--- src/rtl/alu_seq_ctrl.sv ---
// Sequenced 4-bit ALU controller: R0..R3 register file, HI/LO, shift-add multiply,
// one combinational ALU, valid/ready on both the instruction and result sides.
package alu_seq_pkg;
    localparam logic [3:0] OP_ADD    = 4'h0;
    localparam logic [3:0] OP_SUB    = 4'h1;
    localparam logic [3:0] OP_AND    = 4'h2;
    localparam logic [3:0] OP_OR     = 4'h3;
    localparam logic [3:0] OP_XOR    = 4'h4;
    localparam logic [3:0] OP_ROL    = 4'h5;
    localparam logic [3:0] OP_ROR    = 4'h6;
    localparam logic [3:0] OP_DIVIDE = 4'h7;
    localparam logic [3:0] OP_MULT   = 4'h8;
    localparam logic [3:0] OP_MFHI   = 4'h9;
    localparam logic [3:0] OP_MFLO   = 4'hA;
endpackage

module alu_core
    import alu_seq_pkg::*;
(
    input  logic [3:0] op,
    input  logic [3:0] a,
    input  logic [3:0] b,
    output logic [3:0] result,
    output logic       zero,
    output logic       carry,
    output logic       overflow,
    output logic       error
);
    logic [4:0] wide;
    logic [7:0] dbl;

    // NOTE: every output gets a default first so no path through the case infers a latch.
    always_comb begin
        result   = 4'd0;
        carry    = 1'b0;
        overflow = 1'b0;
        error    = 1'b0;
        wide     = 5'd0;
        dbl      = 8'd0;
        case (op)
            OP_ADD: begin
                wide     = {1'b0, a} + {1'b0, b};
                result   = wide[3:0];
                carry    = wide[4];
                overflow = (a[3] == b[3]) && (wide[3] != a[3]);
            end
            OP_SUB: begin
                wide     = {1'b0, a} - {1'b0, b};
                result   = wide[3:0];
                carry    = wide[4];
                overflow = (a[3] != b[3]) && (wide[3] != a[3]);
            end
            OP_AND: result = a & b;
            OP_OR:  result = a | b;
            OP_XOR: result = a ^ b;
            OP_ROL: begin
                dbl = {a, a} << b[1:0];
                if (b > 4'd3) begin
                    error  = 1'b1;
                    result = a;
                end else begin
                    result = dbl[7:4];
                end
            end
            OP_ROR: begin
                dbl = {a, a} >> b[1:0];
                if (b > 4'd3) begin
                    error  = 1'b1;
                    result = a;
                end else begin
                    result = dbl[3:0];
                end
            end
            OP_DIVIDE: begin
                if (b == 4'd0) error  = 1'b1;
                else           result = a / b;
            end
            OP_MULT, OP_MFHI, OP_MFLO: result = 4'd0;
            default: error = 1'b1;
        endcase
        zero = (result == 4'd0);
    end
endmodule

module alu_seq_ctrl
    import alu_seq_pkg::*;
(
    input  logic           clk,
    input  logic           rst,
    alu_seq_ctrl_if.slave  bus
);
    localparam logic [1:0] ST_IDLE = 2'd0;
    localparam logic [1:0] ST_EXEC = 2'd1;
    localparam logic [1:0] ST_RESP = 2'd2;

    logic [1:0] state;
    logic [3:0] rf [4];
    logic [3:0] hi, lo;
    logic [3:0] op_q, a_q, b_q;
    logic [1:0] rd_q;
    logic [7:0] mul_acc;
    logic [1:0] mul_cnt;

    logic       out_valid_q;
    logic [3:0] out_result_q;
    logic       zero_q, carry_q, overflow_q, error_q;
    logic [7:0] err_count_q;

    logic [3:0] src_a, src_b;
    logic [3:0] alu_result;
    logic       alu_zero, alu_carry, alu_overflow, alu_error;
    logic [7:0] partial, acc_next;
    logic [3:0] exec_result;
    logic       exec_zero, exec_carry, exec_overflow, exec_error;
    logic       exec_done;

    assign src_a = (bus.in_ra == 2'd0) ? 4'd0 : rf[bus.in_ra];
    assign src_b = bus.in_use_imm ? bus.in_imm
                 : ((bus.in_rb == 2'd0) ? 4'd0 : rf[bus.in_rb]);

    alu_core u_alu (
        .op       (op_q),
        .a        (a_q),
        .b        (b_q),
        .result   (alu_result),
        .zero     (alu_zero),
        .carry    (alu_carry),
        .overflow (alu_overflow),
        .error    (alu_error)
    );

    // One multiplier bit per EXEC cycle, LSB first; the last step is consumed directly.
    assign partial  = b_q[mul_cnt] ? ({4'd0, a_q} << mul_cnt) : 8'd0;
    assign acc_next = mul_acc + partial;
    assign exec_done = (op_q != OP_MULT) || (mul_cnt == 2'd3);

    always_comb begin
        exec_result   = alu_result;
        exec_zero     = alu_zero;
        exec_carry    = alu_carry;
        exec_overflow = alu_overflow;
        exec_error    = alu_error;
        if (op_q == OP_MULT || op_q == OP_MFHI || op_q == OP_MFLO) begin
            exec_carry    = 1'b0;
            exec_overflow = 1'b0;
            exec_error    = 1'b0;
            case (op_q)
                OP_MULT: exec_result = acc_next[3:0];
                OP_MFHI: exec_result = hi;
                default: exec_result = lo;
            endcase
            exec_zero = (op_q == OP_MULT) ? (acc_next == 8'd0) : (exec_result == 4'd0);
        end
    end

    // NOTE: sequential state uses non-blocking assignments so every register samples pre-edge values.
    always_ff @(posedge clk or posedge rst) begin
        if (rst) begin
            state        <= ST_IDLE;
            // NOTE: the tiny register file is reset explicitly because R1..R3 must read 0 after reset.
            for (int i = 0; i < 4; i++) rf[i] <= 4'd0;
            hi           <= 4'd0;
            lo           <= 4'd0;
            op_q         <= 4'd0;
            a_q          <= 4'd0;
            b_q          <= 4'd0;
            rd_q         <= 2'd0;
            mul_acc      <= 8'd0;
            mul_cnt      <= 2'd0;
            out_valid_q  <= 1'b0;
            out_result_q <= 4'd0;
            zero_q       <= 1'b0;
            carry_q      <= 1'b0;
            overflow_q   <= 1'b0;
            error_q      <= 1'b0;
            err_count_q  <= 8'd0;
        end else begin
            case (state)
                ST_IDLE: begin
                    if (bus.in_valid) begin
                        op_q    <= bus.in_op;
                        rd_q    <= bus.in_rd;
                        a_q     <= src_a;
                        b_q     <= src_b;
                        mul_acc <= 8'd0;
                        mul_cnt <= 2'd0;
                        state   <= ST_EXEC;
                    end
                end
                ST_EXEC: begin
                    if (op_q == OP_MULT) begin
                        mul_acc <= acc_next;
                        mul_cnt <= mul_cnt + 2'd1;
                    end
                    if (exec_done) begin
                        if (rd_q != 2'd0) rf[rd_q] <= exec_result;
                        if (op_q == OP_MULT) begin
                            lo <= acc_next[3:0];
                            hi <= acc_next[7:4];
                        end
                        out_result_q <= exec_result;
                        zero_q       <= exec_zero;
                        carry_q      <= exec_carry;
                        overflow_q   <= exec_overflow;
                        error_q      <= exec_error;
                        if (exec_error && err_count_q != 8'hFF)
                            err_count_q <= err_count_q + 8'd1;
                        state <= ST_RESP;
                    end
                end
                ST_RESP: begin
                    // out_valid rises one cycle after the result registers settle.
                    if (!out_valid_q) begin
                        out_valid_q <= 1'b1;
                    end else if (bus.out_ready) begin
                        out_valid_q <= 1'b0;
                        state       <= ST_IDLE;
                    end
                end
                default: state <= ST_IDLE;
            endcase
        end
    end

    assign bus.in_ready     = (state == ST_IDLE);
    assign bus.out_valid    = out_valid_q;
    assign bus.out_result   = out_result_q;
    assign bus.out_zero     = zero_q;
    assign bus.out_carry    = carry_q;
    assign bus.out_overflow = overflow_q;
    assign bus.out_error    = error_q;
    assign bus.err_count    = err_count_q;
endmodule

--- src/rtl/alu_seq_ctrl_if.sv ---
// Instruction/result handshake bundle between an issuing master and the
// sequenced ALU controller (slave).
interface alu_seq_ctrl_if;
    logic       in_valid;
    logic       in_ready;
    logic [3:0] in_op;
    logic [1:0] in_rd;
    logic [1:0] in_ra;
    logic [1:0] in_rb;
    logic       in_use_imm;
    logic [3:0] in_imm;

    logic       out_valid;
    logic       out_ready;
    logic [3:0] out_result;
    logic       out_zero;
    logic       out_carry;
    logic       out_overflow;
    logic       out_error;
    logic [7:0] err_count;

    modport master (
        output in_valid, in_op, in_rd, in_ra, in_rb, in_use_imm, in_imm, out_ready,
        input  in_ready, out_valid, out_result, out_zero, out_carry, out_overflow,
               out_error, err_count
    );

    modport slave (
        input  in_valid, in_op, in_rd, in_ra, in_rb, in_use_imm, in_imm, out_ready,
        output in_ready, out_valid, out_result, out_zero, out_carry, out_overflow,
               out_error, err_count
    );
endinterface

--- src/flat_wrapper.sv ---
// flat-port wrapper written by rule: the top's interface ports become plain ports
module alu_seq_ctrl_flat import alu_seq_pkg::*;
  (clk, rst, bus_in_valid, bus_in_op, bus_in_rd, bus_in_ra, bus_in_rb, bus_in_use_imm, bus_in_imm, bus_out_ready, bus_in_ready, bus_out_valid, bus_out_result, bus_out_zero, bus_out_carry, bus_out_overflow, bus_out_error, bus_err_count);
  alu_seq_ctrl_if bus_i ();
  input  logic clk;
  input  logic rst;
  input wire logic [$bits(bus_i.in_valid)-1:0] bus_in_valid;
  input wire logic [$bits(bus_i.in_op)-1:0] bus_in_op;
  input wire logic [$bits(bus_i.in_rd)-1:0] bus_in_rd;
  input wire logic [$bits(bus_i.in_ra)-1:0] bus_in_ra;
  input wire logic [$bits(bus_i.in_rb)-1:0] bus_in_rb;
  input wire logic [$bits(bus_i.in_use_imm)-1:0] bus_in_use_imm;
  input wire logic [$bits(bus_i.in_imm)-1:0] bus_in_imm;
  input wire logic [$bits(bus_i.out_ready)-1:0] bus_out_ready;
  output wire logic [$bits(bus_i.in_ready)-1:0] bus_in_ready;
  output wire logic [$bits(bus_i.out_valid)-1:0] bus_out_valid;
  output wire logic [$bits(bus_i.out_result)-1:0] bus_out_result;
  output wire logic [$bits(bus_i.out_zero)-1:0] bus_out_zero;
  output wire logic [$bits(bus_i.out_carry)-1:0] bus_out_carry;
  output wire logic [$bits(bus_i.out_overflow)-1:0] bus_out_overflow;
  output wire logic [$bits(bus_i.out_error)-1:0] bus_out_error;
  output wire logic [$bits(bus_i.err_count)-1:0] bus_err_count;
  assign bus_i.in_valid = bus_in_valid;
  assign bus_i.in_op = bus_in_op;
  assign bus_i.in_rd = bus_in_rd;
  assign bus_i.in_ra = bus_in_ra;
  assign bus_i.in_rb = bus_in_rb;
  assign bus_i.in_use_imm = bus_in_use_imm;
  assign bus_i.in_imm = bus_in_imm;
  assign bus_i.out_ready = bus_out_ready;
  assign bus_in_ready = bus_i.in_ready;
  assign bus_out_valid = bus_i.out_valid;
  assign bus_out_result = bus_i.out_result;
  assign bus_out_zero = bus_i.out_zero;
  assign bus_out_carry = bus_i.out_carry;
  assign bus_out_overflow = bus_i.out_overflow;
  assign bus_out_error = bus_i.out_error;
  assign bus_err_count = bus_i.err_count;
  alu_seq_ctrl u_core (.clk(clk), .rst(rst), .bus(bus_i));
endmodule
--- config.mk ---
export PLATFORM = sky130hd
export DESIGN_NAME = alu_seq_ctrl_flat
export DESIGN_NICKNAME = d
export VERILOG_FILES = /design/src/rtl/alu_seq_ctrl.sv /design/src/rtl/alu_seq_ctrl_if.sv /design/src/flat_wrapper.sv
export SDC_FILE = /design/constraint.sdc
export NUM_CORES = 1
export LEC_CHECK = 0
export ABC_AREA = 1
export ABC_CLOCK_PERIOD_IN_PS = 12100
export CAP_MARGIN = 20
export CORE_MARGIN = 2
export CORE_UTILIZATION = 35
export DETAILED_ROUTE_END_ITERATION = 16
export PLACE_DENSITY_LB_ADDON = 0.1
export SYNTH_ARGS = -nofsm -noshare
export SYNTH_HDL_FRONTEND = slang
export SYNTH_HIERARCHICAL = 1
export SYNTH_SLANG_ARGS = --single-unit
--- constraint.sdc ---
create_clock -name clk -period 12.1 [get_ports clk]
set_input_delay 3.63 -clock clk [delete_from_list [all_inputs] [get_ports clk]]
set_output_delay 3.63 -clock clk [all_outputs]
set_load 0.02 [all_outputs]
==> flow_metrics.env <==
export IMPL_setup_violations_final=0
export IMPL_clock_fmax_ghz=0.193
export IMPL_grt_pass1_wl_mm=22.7
export IMPL_clock_skew_ns=0.00874
export IMPL_setup_ws_ns=6.92
export IMPL_yosys_area_top_type="dfrtp_1"
export IMPL_grt_max_degree=68
export IMPL_fin_nets=776
export IMPL_synthTopCellsByArea="dfrtp_1 (34%), nand2_1 (15%), ha_1 (7.8%)"
export IMPL_ys_ff_latch=67
export IMPL_relSlewSlack=0.435
export IMPL_stdcell_area_sq_um=5810
export IMPL_rsz0062_at_grt="false"
export IMPL_io_buffers=36
export IMPL_grt_overflow_total=0
export IMPL_core_area_sq_um=13900
export IMPL_met2_usage=0.318
export IMPL_num_rows=43
export IMPL_grt_antenna_before_repair=0
export IMPL_critPathLaunchType="flop"
export IMPL_path_clk_slew_ns=0.06
export IMPL_synth_fp_nets=740
export IMPL_first_pass_iters=5
export IMPL_cp_max_fo=4
export IMPL_drc=0
export IMPL_dieArea_sq_um=15200
export IMPL_multi_input_area_sq_um=2910
export IMPL_cts_root_buf="clkbuf_16"
export IMPL_status="finished clean"
export IMPL_drv_cap=0
export IMPL_cts_setup_buffers=0
export IMPL_globalRouteMet1Util=0.255
export IMPL_async_flop_share=1.00
export IMPL_top_usage_layer="met2"
export IMPL_min_to="u_core/rf[12]"
export IMPL_r2r_end="u_core/rf[4]"
export IMPL_grtUsageTotal=0.196
export IMPL_initial_utilization=0.358
export IMPL_dp_cells=892
export IMPL_grt_pass1_vias=4518
export IMPL_p_per_area_nw_per_um2=267
export IMPL_hold_viol=0
export IMPL_hold_ws_ns=0.433
export IMPL_period_share=0.428
export IMPL_drv_slew=0
export IMPL_route_detailed_wl_per_inst_um=15.4
export IMPL_die_h_um=123
export IMPL_tightest_slew_ns=0.847
export IMPL_slowest_delay_ns=0.63
export IMPL_hold_depth=0
export IMPL_rrSetupSlack_ns=7.06
export IMPL_cts_resized=0
export IMPL_cts_sinks=67
export IMPL_cts_made_buffers=9
export IMPL_worstPathRequired_ns=8.47
export IMPL_p_leak_nw=2.90
export IMPL_viasPerCell=5.16
export IMPL_finish_utilization=0.418
export IMPL_min_from="u_core/rf[12]"
export IMPL_synth_edf_count=0
export IMPL_synth_area_sq_um=4970
export IMPL_place_area_sq_um=5500
export IMPL_end_kind="output pin"
export IMPL_htree_levels=3
export IMPL_dr_total_vias=4682
export IMPL_stdcell_count=908
export IMPL_yosys_area_top_type_share=0.337
export IMPL_syn_area_per_cell_sq_um=7.24
export IMPL_yosys_warnings=6
export IMPL_r2r_cells=26
export IMPL_total_power_mw=1.55
export IMPL_clk_latency_ns=0.33
export IMPL_regArea_sq_um=1680
export IMPL_postCtsHoldBufs=0
export IMPL_hpwl_mm=11.0
export IMPL_finalCriticalPeriod_ns=5.18
export IMPL_synth_seq_area_share=0.337
export IMPL_ios=37
export IMPL_drtAntennaViolNets=0
export IMPL_synth_cell_types=42
export IMPL_drive_above_1_share=0.0879
export IMPL_crit_type="reg -> out"
export IMPL_gp_congestion=0.910
export IMPL_setup_tns_ns=0
export IMPL_synthCells=687
export IMPL_syn_to_final_growth_pct=16.8
export IMPL_vdd_ir_drop_max_uv=108
export IMPL_cp_slowest_cell="clkdlybuf4s50_1"
export IMPL_cts_tree="yes"
export IMPL_timing_rr_start="u_core/b_q[0]"
export IMPL_cts_max_path_buffers=2
export IMPL_worstPathArrival_ns=1.55
export IMPL_crit_chain="nor2_1, clkdlybuf4s50_1"
export IMPL_holdCritPathClass="reg -> reg"
export IMPL_wl_mm=14.0
export IMPL_synthFlopType="dfrtp_1"
export IMPL_fp_dieW_um=123
export IMPL_pre_cts_ws_ns=6.67
export IMPL_drt_iter0_markers=330
export IMPL_fillers=1469
export IMPL_met3_usage=0.0355
export IMPL_diodes=0
-- cell usage after synthesis, types with 3 or more instances --
master	count
nand2_1	199
inv_1	69
dfrtp_1	67
nand3_1	66
o21ai_0	61
nor2_1	59
ha_1	31
a21oi_1	21
inv_2	10
xor2_1	8
clkbuf_1	7
nand4_1	7
o21ai_1	7
nand3b_1	6
nor2_4	6
o22ai_1	6
nand2_4	5
o21ai_2	5
a22oi_1	4
xnor2_1	4
fa_1	3
inv_4	3
nand3_4	3
o32ai_1	3
-- routing by layer --
layer | vias up | wire [um]
met5 | - | 0
met4 | 0 | 416
met3 | 28 | 647
met2 | 130 | 6580
met1 | 2181 | 6330
li1 | 2343 | -
-- layout by cell type (no fill, tap or decap), types with 2 or more instances in the layout --
master and instances:
inv_6 2, xnor2_1 4, nor2_1 59, nand3b_1 6
ha_1 31, nand2_2 2, nand3_2 2, o21ai_1 7
clkbuf_16 9, mux2_2 2, nand3_1 66, a22oi_1 4
inv_2 11, nand4_1 7, o22ai_1 6, o32ai_1 3
xor2_1 8, nand3_4 3, a21oi_1 21, o31ai_1 2
nor2_2 2, inv_4 3, o21ai_2 5, nor3_2 2
clkinvlp_4 2, o21ai_0 61, inv_1 68, nor2_4 6
fa_1 3, dfrtp_1 67, nand2_1 199, clkdlybuf4s50_1 36
nor2_8 2, nand2_4 5
-- registers in the layout (all words and copies together), names as in the netlist --
register                 flops
u_core/mul_acc               8
u_core/state                 2
u_core/bus.out_result        4
u_core/a_q                   4
u_core/bus.out_overflow      1
u_core/bus.err_count         8
u_core/hi                    4
u_core/bus.out_error         1
u_core/mul_cnt               2
u_core/bus.out_zero          1
u_core/op_q                  4
u_core/b_q                   4
u_core/bus.out_carry         1
u_core/rd_q                  2
u_core/lo                    4
u_core/rf                   16
u_core/bus.out_valid         1
-- how the worst max path moves through the flow --
| stage | startpoint | endpoint | slack [ns] |
|---|---|---|---|
| floorplan | rst | u_core/a_q[0] | 6.79 |
| global placement | bus_in_valid | u_core/a_q[2] | 6.78 |
| detailed placement | bus_in_valid | u_core/a_q[0] | 6.67 |
| CTS | u_core/state[1] | bus_in_ready | 6.91 |
| global route | u_core/b_q[0] | u_core/bus.out_result[0] | 6.66 |
| finish | u_core/state[1] | bus_in_ready | 6.92 |
-- area by class of cell --
class                   count  share of cell area
multi-input cells         526               0.502
flip-flops and latches     67               0.289
repair buffers             37              0.0633
inverters                  82              0.0543
clock buffers               9              0.0388
well taps                 180              0.0388
clock inverters             7              0.0142
-- critical path: cells and delay by family (launching register included) --
family	cells	cell delay, ns
flip-flops	1	0.43
buffers and inverters	1	0.63
AND/OR/NAND/NOR	1	0.17
-- report_power, final --
group	internal [mW]	switching [mW]
Clock	0.163	0.105
Sequential	0.286	0.111
Combinational	0.315	0.572
-- logic make-up (layout without fill, tap and decap cells) --
logic type	Yosys count	count (layout)	share of synthesized area
buffers and inverters	94	135	0.0768
AND/OR/NAND/NOR	364	364	0.339
flip-flops	67	67	0.337
AO/OA/AOI/OAI	114	114	0.131
XOR/XNOR	12	12	0.0211
adder cells (fa/ha/maj)	34	34	0.0901
multiplexers	2	2	0.00453
No activity file was read; power rests on OpenSTA's default activity.
